$ cat src/rtl/pwm_pkg.sv
// Shared types and helpers for the PWM duty-control path.
// Holds the duty code width, the hold/repeat FSM states and the saturating step.
package pwm_pkg;

  localparam int unsigned DUTY_W       = 4;
  localparam int unsigned DUTY_MAX_DEF = 10;
  localparam int unsigned STEP_W       = DUTY_W + 1;

  typedef logic [DUTY_W-1:0] duty_t;

  typedef enum logic [1:0] {
    IDLE   = 2'd0,
    HELD   = 2'd1,
    REPEAT = 2'd2
  } btn_state_e;

  // Widened by one bit so the increment cannot wrap; decrement holds at zero.
  function automatic duty_t sat_step(duty_t cur, logic up, logic dn, duty_t lim);
    logic [STEP_W-1:0] w_ext;
    w_ext = {1'b0, cur};
    if (up) begin
      w_ext = (w_ext >= {1'b0, lim}) ? {1'b0, lim} : w_ext + STEP_W'(1);
    end else if (dn) begin
      w_ext = (w_ext == '0) ? w_ext : w_ext - STEP_W'(1);
    end
    return w_ext[DUTY_W-1:0];
  endfunction

endpackage

$ cat src/rtl/pwm_duty_ctrl_if.sv
// Button, period-boundary and committed-duty signals between the buttons,
// the PWM stage and the duty controller.
interface pwm_duty_ctrl_if;
  import pwm_pkg::*;

  logic  btn_up;
  logic  btn_dn;
  logic  period_end;
  duty_t duty;
  logic  duty_upd;
  logic  at_min;
  logic  at_max;

  modport master (
    output btn_up, btn_dn, period_end,
    input  duty, duty_upd, at_min, at_max
  );

  modport slave (
    input  btn_up, btn_dn, period_end,
    output duty, duty_upd, at_min, at_max
  );

endinterface

$ cat src/rtl/btn_debounce.sv
// Two-flop synchroniser followed by a stability debouncer for one raw button.
// The accepted level follows the synchronised level after DEB_CYCLES steady cycles.
module btn_debounce #(
  parameter int unsigned DEB_CYCLES = 4
) (
  input  logic clk,
  input  logic reset,
  input  logic i_btn,
  output logic o_level
);

  localparam int unsigned CNT_W = $clog2(DEB_CYCLES + 1);

  logic             r_s1;
  logic             r_s2;
  logic             r_level;
  logic [CNT_W-1:0] r_cnt;

  // Any cycle where the synchronised level agrees with the accepted level restarts the count.
  always_ff @(posedge clk or posedge reset) begin
    if (reset) begin
      r_s1    <= 1'b0;
      r_s2    <= 1'b0;
      r_level <= 1'b0;
      r_cnt   <= '0;
    end else begin
      r_s1 <= i_btn;
      r_s2 <= r_s1;
      if (r_s2 != r_level) begin
        if (r_cnt == CNT_W'(DEB_CYCLES - 1)) begin
          r_level <= r_s2;
          r_cnt   <= '0;
        end else begin
          r_cnt <= r_cnt + CNT_W'(1);
        end
      end else begin
        r_cnt <= '0;
      end
    end
  end

  assign o_level = r_level;

endmodule

$ cat src/rtl/pwm_duty_ctrl.sv
// Converts up/down push-buttons into a saturating duty target with auto-repeat,
// committing the target to the PWM stage only on period boundaries.
module pwm_duty_ctrl
  import pwm_pkg::*;
#(
  parameter int unsigned DEB_CYCLES  = 4,
  parameter int unsigned HOLD_CYCLES = 16,
  parameter int unsigned REP_CYCLES  = 8,
  parameter int unsigned DUTY_MAX    = DUTY_MAX_DEF,
  parameter int unsigned DUTY_INIT   = 5
) (
  input logic            clk,
  input logic            reset,
  pwm_duty_ctrl_if.slave bus
);

  localparam int unsigned CNT_MAX = (HOLD_CYCLES > REP_CYCLES) ? HOLD_CYCLES : REP_CYCLES;
  localparam int unsigned CNT_W   = $clog2(CNT_MAX + 1);

  logic             w_up_d;
  logic             w_dn_d;
  logic             r_up_q;
  logic             r_dn_q;
  logic             w_up_rise;
  logic             w_dn_rise;
  logic             w_held;
  btn_state_e       r_state;
  btn_state_e       w_state_nxt;
  logic [CNT_W-1:0] r_cnt;
  logic [CNT_W-1:0] w_cnt_nxt;
  logic             r_dir_up;
  logic             w_dir_nxt;
  logic             w_step_up;
  logic             w_step_dn;
  duty_t            w_target_nxt;
  duty_t            r_target;
  duty_t            r_duty;
  logic             r_duty_upd;
  logic             r_at_min;
  logic             r_at_max;

  btn_debounce #(.DEB_CYCLES(DEB_CYCLES)) u_deb_up (
    .clk     (clk),
    .reset   (reset),
    .i_btn   (bus.btn_up),
    .o_level (w_up_d)
  );

  btn_debounce #(.DEB_CYCLES(DEB_CYCLES)) u_deb_dn (
    .clk     (clk),
    .reset   (reset),
    .i_btn   (bus.btn_dn),
    .o_level (w_dn_d)
  );

  assign w_up_rise = w_up_d & ~r_up_q;
  assign w_dn_rise = w_dn_d & ~r_dn_q;
  assign w_held    = r_dir_up ? w_up_d : w_dn_d;

  always_ff @(posedge clk or posedge reset) begin
    if (reset) begin
      r_state  <= IDLE;
      r_cnt    <= '0;
      r_dir_up <= 1'b0;
      r_up_q   <= 1'b0;
      r_dn_q   <= 1'b0;
    end else begin
      r_state  <= w_state_nxt;
      r_cnt    <= w_cnt_nxt;
      r_dir_up <= w_dir_nxt;
      r_up_q   <= w_up_d;
      r_dn_q   <= w_dn_d;
    end
  end

  // Press/hold/repeat sequencing; only the button latched on entry can hold or release.
  always_comb begin
    w_state_nxt = r_state;
    w_cnt_nxt   = r_cnt;
    w_dir_nxt   = r_dir_up;
    w_step_up   = 1'b0;
    w_step_dn   = 1'b0;
    case (r_state)
      IDLE: begin
        w_cnt_nxt = '0;
        if (w_up_rise && !w_dn_d) begin
          w_step_up   = 1'b1;
          w_dir_nxt   = 1'b1;
          w_state_nxt = HELD;
        end else if (w_dn_rise && !w_up_d) begin
          w_step_dn   = 1'b1;
          w_dir_nxt   = 1'b0;
          w_state_nxt = HELD;
        end
      end
      HELD: begin
        if (!w_held) begin
          w_state_nxt = IDLE;
        end else if (r_cnt == CNT_W'(HOLD_CYCLES - 1)) begin
          w_step_up   = r_dir_up;
          w_step_dn   = ~r_dir_up;
          w_cnt_nxt   = '0;
          w_state_nxt = REPEAT;
        end else begin
          w_cnt_nxt = r_cnt + CNT_W'(1);
        end
      end
      REPEAT: begin
        if (!w_held) begin
          w_state_nxt = IDLE;
        end else if (r_cnt == CNT_W'(REP_CYCLES - 1)) begin
          w_step_up = r_dir_up;
          w_step_dn = ~r_dir_up;
          w_cnt_nxt = '0;
        end else begin
          w_cnt_nxt = r_cnt + CNT_W'(1);
        end
      end
      default: begin
        w_state_nxt = IDLE;
      end
    endcase
  end

  assign w_target_nxt = sat_step(r_target, w_step_up, w_step_dn, DUTY_W'(DUTY_MAX));

  // Commit samples the pre-step target, so a same-cycle step waits for the next boundary.
  always_ff @(posedge clk or posedge reset) begin
    if (reset) begin
      r_target   <= DUTY_W'(DUTY_INIT);
      r_duty     <= DUTY_W'(DUTY_INIT);
      r_duty_upd <= 1'b0;
      r_at_min   <= (DUTY_INIT == 0);
      r_at_max   <= (DUTY_INIT == DUTY_MAX);
    end else begin
      r_target <= w_target_nxt;
      r_at_min <= (w_target_nxt == '0);
      r_at_max <= (w_target_nxt == DUTY_W'(DUTY_MAX));
      if (bus.period_end && (r_target != r_duty)) begin
        r_duty     <= r_target;
        r_duty_upd <= 1'b1;
      end else begin
        r_duty_upd <= 1'b0;
      end
    end
  end

  assign bus.duty     = r_duty;
  assign bus.duty_upd = r_duty_upd;
  assign bus.at_min   = r_at_min;
  assign bus.at_max   = r_at_max;

endmodule
$ cat src/flat_wrapper.sv
// flat-port wrapper written by rule: the top's interface ports become plain ports
module pwm_duty_ctrl_flat import pwm_pkg::*;
#(
  parameter int unsigned DEB_CYCLES  = 4,
  parameter int unsigned HOLD_CYCLES = 16,
  parameter int unsigned REP_CYCLES  = 8,
  parameter int unsigned DUTY_MAX    = DUTY_MAX_DEF,
  parameter int unsigned DUTY_INIT   = 5
)
  (clk, reset, bus_btn_up, bus_btn_dn, bus_period_end, bus_duty, bus_duty_upd, bus_at_min, bus_at_max);
  pwm_duty_ctrl_if bus_i ();
  input logic clk;
  input logic reset;
  input wire logic [$bits(bus_i.btn_up)-1:0] bus_btn_up;
  input wire logic [$bits(bus_i.btn_dn)-1:0] bus_btn_dn;
  input wire logic [$bits(bus_i.period_end)-1:0] bus_period_end;
  output wire logic [$bits(bus_i.duty)-1:0] bus_duty;
  output wire logic [$bits(bus_i.duty_upd)-1:0] bus_duty_upd;
  output wire logic [$bits(bus_i.at_min)-1:0] bus_at_min;
  output wire logic [$bits(bus_i.at_max)-1:0] bus_at_max;
  assign bus_i.btn_up = bus_btn_up;
  assign bus_i.btn_dn = bus_btn_dn;
  assign bus_i.period_end = bus_period_end;
  assign bus_duty = bus_i.duty;
  assign bus_duty_upd = bus_i.duty_upd;
  assign bus_at_min = bus_i.at_min;
  assign bus_at_max = bus_i.at_max;
  pwm_duty_ctrl #(.DEB_CYCLES(DEB_CYCLES), .HOLD_CYCLES(HOLD_CYCLES), .REP_CYCLES(REP_CYCLES), .DUTY_MAX(DUTY_MAX), .DUTY_INIT(DUTY_INIT)) u_core (.clk(clk), .reset(reset), .bus(bus_i));
endmodule
$ cat config.mk
export PLATFORM = sky130hd
export DESIGN_NAME = pwm_duty_ctrl_flat
export DESIGN_NICKNAME = d
export VERILOG_FILES = /design/src/rtl/pwm_pkg.sv /design/src/rtl/pwm_duty_ctrl_if.sv /design/src/rtl/btn_debounce.sv /design/src/rtl/pwm_duty_ctrl.sv /design/src/flat_wrapper.sv
export SDC_FILE = /design/constraint.sdc
export NUM_CORES = 1
export LEC_CHECK = 0
export CAP_MARGIN = 10
export CORE_MARGIN = 2
export CORE_UTILIZATION = 50
export CTS_CLUSTER_DIAMETER = 50
export DETAILED_ROUTE_END_ITERATION = 10
export PLACE_DENSITY = 0.72
export SYNTH_ARGS = -nofsm -noshare
export SYNTH_HDL_FRONTEND = slang
export SYNTH_HIERARCHICAL = 1
export SYNTH_SLANG_ARGS = --single-unit
$ cat constraint.sdc
create_clock -name clk -period 2 [get_ports clk]
set_input_delay 0.4 -clock clk [delete_from_list [all_inputs] [get_ports clk]]
set_output_delay 0.4 -clock clk [all_outputs]
set_load 0.02 [all_outputs]
==> summary.md <==
| Metric | Value |
|---|---|
| Number of core rows | `21` |
| Largest net degree at the start of global routing | `22` |
| VDD IR-drop max | `0.696 mV` |
| Antenna violations before repair | `0` |
| Setup Crit Path Kind | `flop to flop` |
| Critical path capture point type | `flop` |
| Starting Density | `52.8%` |
| Die span in y | `63.6 um` |
| Total die area | `4040 um^2` |
| CTS H-Tree Depth | `2` |
| Count of flip-flops with a built-in enable after synthesis | `0` |
| Final Core Density | `68.8%` |
| Synthesized area | `1770 um^2` |
| Count of hold-fix buffers inserted at cts | `0` |
| Area leader, netlist | `sky130_fd_sc_hd__dfrtp_1` |
| Worst setup timing slack at the placement stage | `-0.0919 ns` |
| Top area cells in the synthesized netlist | `sky130_fd_sc_hd__dfrtp_1 (41%), sky130_fd_sc_hd__ha_1 (8.5%), sky130_fd_sc_hd__dfstp_2 (5.9%), sky130_fd_sc_hd__mux2_2 (3.8%), sky130_fd_sc_hd__nor3b_1 (3.4%)` |
| Growth of design area from synthesis to finish | `30.4%` |
| Pre-antenna DRT Iters | `4` |
| Routability cong. | `0.790` |
| Layout cells sized above 1 | `35.0%` |
| Mux share of post-synthesis cell area | `4.37%` |
| FF-to-FF setup slack | `-0.11 ns` |
| Antenna-violating nets left | `0` |
| Worst-path fanout max | `5` |
| Synth warn | `6` |
| Number of library cell types mapped by synthesis | `44` |
| Outcome | `finished with violations` |
| DRC violation count after routing | `0` |
| Die boundary width | `63.6 um` |
| Net count reported at finish | `213` |
| Via count | `1386` |
| Register bit total from synthesis | `33` |
| Proportion of synthesized chip area in sequential cells | `46.8%` |
| Worst skew pair latency | `0.35 ns` |
| Async S/R FF share, synth | `100%` |
| Failing checks | `setup timing` |
| Static leakage power | `1.01 nW` |
| Total power of the final layout | `3.35 mW` |
| Share of the synthesized area in compound gates (AO/OA/AOI/OAI) | `13.1%` |
| Time the worst path needs with I/O delays and setup | `2.11 ns` |
| Via count of the first global-routing pass | `1295` |
| Worst hold path class | `primary input to asynchronous set/reset pin` |
| Power density of the placed cells | `1450 nW/um^2` |
| Antenna diode instance count | `0` |
| Iteration-0 DRC Markers | `85` |
| Inserted Clock Buffers | `5` |
| Area fraction of the dominant cell type after synthesis | `40.9%` |
| Final-report setup violation count | `4` |
| Max_slew headroom | `76.3%` |
| Dominant register cell in the synthesized netlist | `sky130_fd_sc_hd__dfrtp_1` |
| Synth Area in Simple Gates | `21.1%` |
| Root Buffer | `sky130_fd_sc_hd__clkbuf_4` |
| Number of placed instances with taps included | `229` |
| Data required time of the worst path | `2.25 ns` |
| Max Clock Freq | `0.475 GHz` |
| Non-filler cells in the finished layout | `243` |
| Pin slew with the least headroom to its limit | `0.355 ns` |
| Nets in the synthesized netlist | `176` |
| Pins Over Slew Limit | `0` |
| Critical path startpoint category | `flop` |
| Hold violation total from the final report | `0` |
| Clk pin slew, worst setup/hold paths | `0.11 ns` |
| Avg WL per Cell | `15.6 um` |
| Max-cap violations | `0` |
| Number of instances in the synthesized netlist | `159` |
| Setup repair after global routing missed its margin | `true` |
| Deepest clock path buffer count | `2` |
| Total Negative Setup Slacks | `-0.229 ns` |
| Total wire length after detailed routing | `3800 um` |
| I/O Buffers | `11` |
| Final clock period utilization by the worst path | `105%` |
| Core region area | `3360 um^2` |
| Total global routing overflow | `0` |
| Share of the synthesized netlist area taken by xor and xnor gates | `2.96%` |
| Most used cells in the layout excluding fill and tap cells | `sky130_fd_sc_hd__dfrtp_1 (29), sky130_fd_sc_hd__buf_4 (20), sky130_fd_sc_hd__clkdlybuf4s50_1 (11), sky130_fd_sc_hd__nand2_1 (11), sky130_fd_sc_hd__inv_1 (11)` |
| Arithmetic-cell share of the synthesized area counting full adders, half adders and majority gates | `8.46%` |
| Via-to-Cell Ratio | `5.70` |
| Clock tree from TritonCTS | `done` |
| Data arrival at the endpoint of the critical path | `2.35 ns` |
| Combinational family with the most area after synthesis | `simple AND/OR/NAND/NOR gates` |
| Depth of the most critical reg-to-reg path | `7` |
| Final HPWL DP | `2450 um` |
| CTS Sinks | `33` |
| Per-instance average area after synthesis | `11.2 um^2` |
| Number of top-level pins | `12` |
| First-pass GRT wire length | `5790 um` |
| Clock tree skew after final layout | `0.00868 ns` |
| Most common library cell in the layout ignoring fill and taps | `sky130_fd_sc_hd__dfrtp_1` |
| GRT Util Overall | `18.8%` |
| PnR worst setup slack | `-0.107 ns` |
## synthesized netlist by cell type, types with 3 or more instances
| library cell | instances |
|---|---|
| sky130_fd_sc_hd__a21oi_1 | 3 |
| sky130_fd_sc_hd__and3_1 | 3 |
| sky130_fd_sc_hd__dfrtp_1 | 29 |
| sky130_fd_sc_hd__dfstp_2 | 4 |
| sky130_fd_sc_hd__ha_1 | 12 |
| sky130_fd_sc_hd__inv_1 | 13 |
| sky130_fd_sc_hd__mux2_2 | 6 |
| sky130_fd_sc_hd__nand2_1 | 12 |
| sky130_fd_sc_hd__nand2b_1 | 4 |
| sky130_fd_sc_hd__nand3_1 | 7 |
| sky130_fd_sc_hd__nor2_1 | 7 |
| sky130_fd_sc_hd__nor3_1 | 3 |
| sky130_fd_sc_hd__nor3b_1 | 8 |
| sky130_fd_sc_hd__o21ai_0 | 6 |
| sky130_fd_sc_hd__o21ai_1 | 3 |
| sky130_fd_sc_hd__xor2_1 | 4 |
## flip-flops by register name, indices dropped and copies added (netlist names), 2 cells and up
signal                 count
u_core/r_cnt               5
u_core/bus.duty            4
u_core/r_target            4
u_core/u_deb_dn/r_cnt      3
u_core/u_deb_up/r_cnt      3
u_core/r_state             2
## final cells by class
| cell class | instances | area, um^2 |
|---|---|---|
| clock buffer | 7 | 55.1 |
| clock inverter | 1 | 7.51 |
| fill | 265 | 1050 |
| inverter | 13 | 48.8 |
| multi-input combinational | 111 | 1040 |
| sequential | 33 | 831 |
| tap | 46 | 57.6 |
| timing repair buffer | 32 | 272 |
## power breakdown
part	switching [mW]	internal, mW	total [mW]
Combinational	0.920	0.889	1.81
Sequential	0.226	0.908	1.13
Clock	0.237	0.172	0.409
## through the flow
stage	hold WS [ns]	cell area [um^2]
5_1_grt	0.318	2310
3_5_place_dp	0.346	2080
3_3_place_gp	0.332	2080
4_1_cts	0.309	2210
6_report	0.301	2310
2_1_floorplan	0.191	1800
## routing by layer
| layer | global-route usage (%) | share of wire, % | vias to the layer above |
|---|---|---|---|
| li1 | - | - | 644 |
| met2 | 30.8 | 50 | 53 |
| met4 | 5.98 | 2.3 | 0 |
| met5 | 0 | 0 | - |
| met1 | 24.0 | 43 | 678 |
| met3 | 5.36 | 5.4 | 11 |
## cell families (layout without fill, tap and decap cells)
family,count (synthesis),count (layout)
simple gates,56,56
flops,33,33
compound gates,30,30
buf+inv,15,53
fa+ha+maj,12,12
mux,7,7
xor+xnor,6,6
## path summary, 6_finish.rpt
kind	end	start
min in group clk	u_core/u_deb_up/r_s2$_DFF_PP0_	u_core/u_deb_up/r_s1$_DFF_PP0_
max	u_core/bus.at_min$_DFF_PP0_	u_core/r_state[0]$_DFFE_PP0P_
max reg2reg	u_core/bus.at_min$_DFF_PP0_	u_core/r_state[0]$_DFFE_PP0P_
min reg2reg	u_core/u_deb_up/r_s2$_DFF_PP0_	u_core/u_deb_up/r_s1$_DFF_PP0_
min	u_core/u_deb_up/o_level$_DFFE_PP0P_	reset
max in group asynchronous	u_core/r_target[2]$_DFF_PP1_	reset
## critical path, cell delays in order (launching register included)
cell	delay, ns
sky130_fd_sc_hd__dfrtp_1	0.40
sky130_fd_sc_hd__inv_2	0.09
sky130_fd_sc_hd__ha_4	0.16
sky130_fd_sc_hd__or3b_1	0.38
sky130_fd_sc_hd__o211ai_2	0.15
sky130_fd_sc_hd__nand3b_4	0.19
sky130_fd_sc_hd__a311oi_4	0.35
sky130_fd_sc_hd__nor4bb_2	0.28
## what timing repair did
action,in CTS,in global routing
gates cloned,0,0
pin swaps,8,12
gates resized for setup,12,13
endpoints found under the setup margin,2,3
setup buffers,2,4
Note: power is estimated with default switching activity, not from simulation.
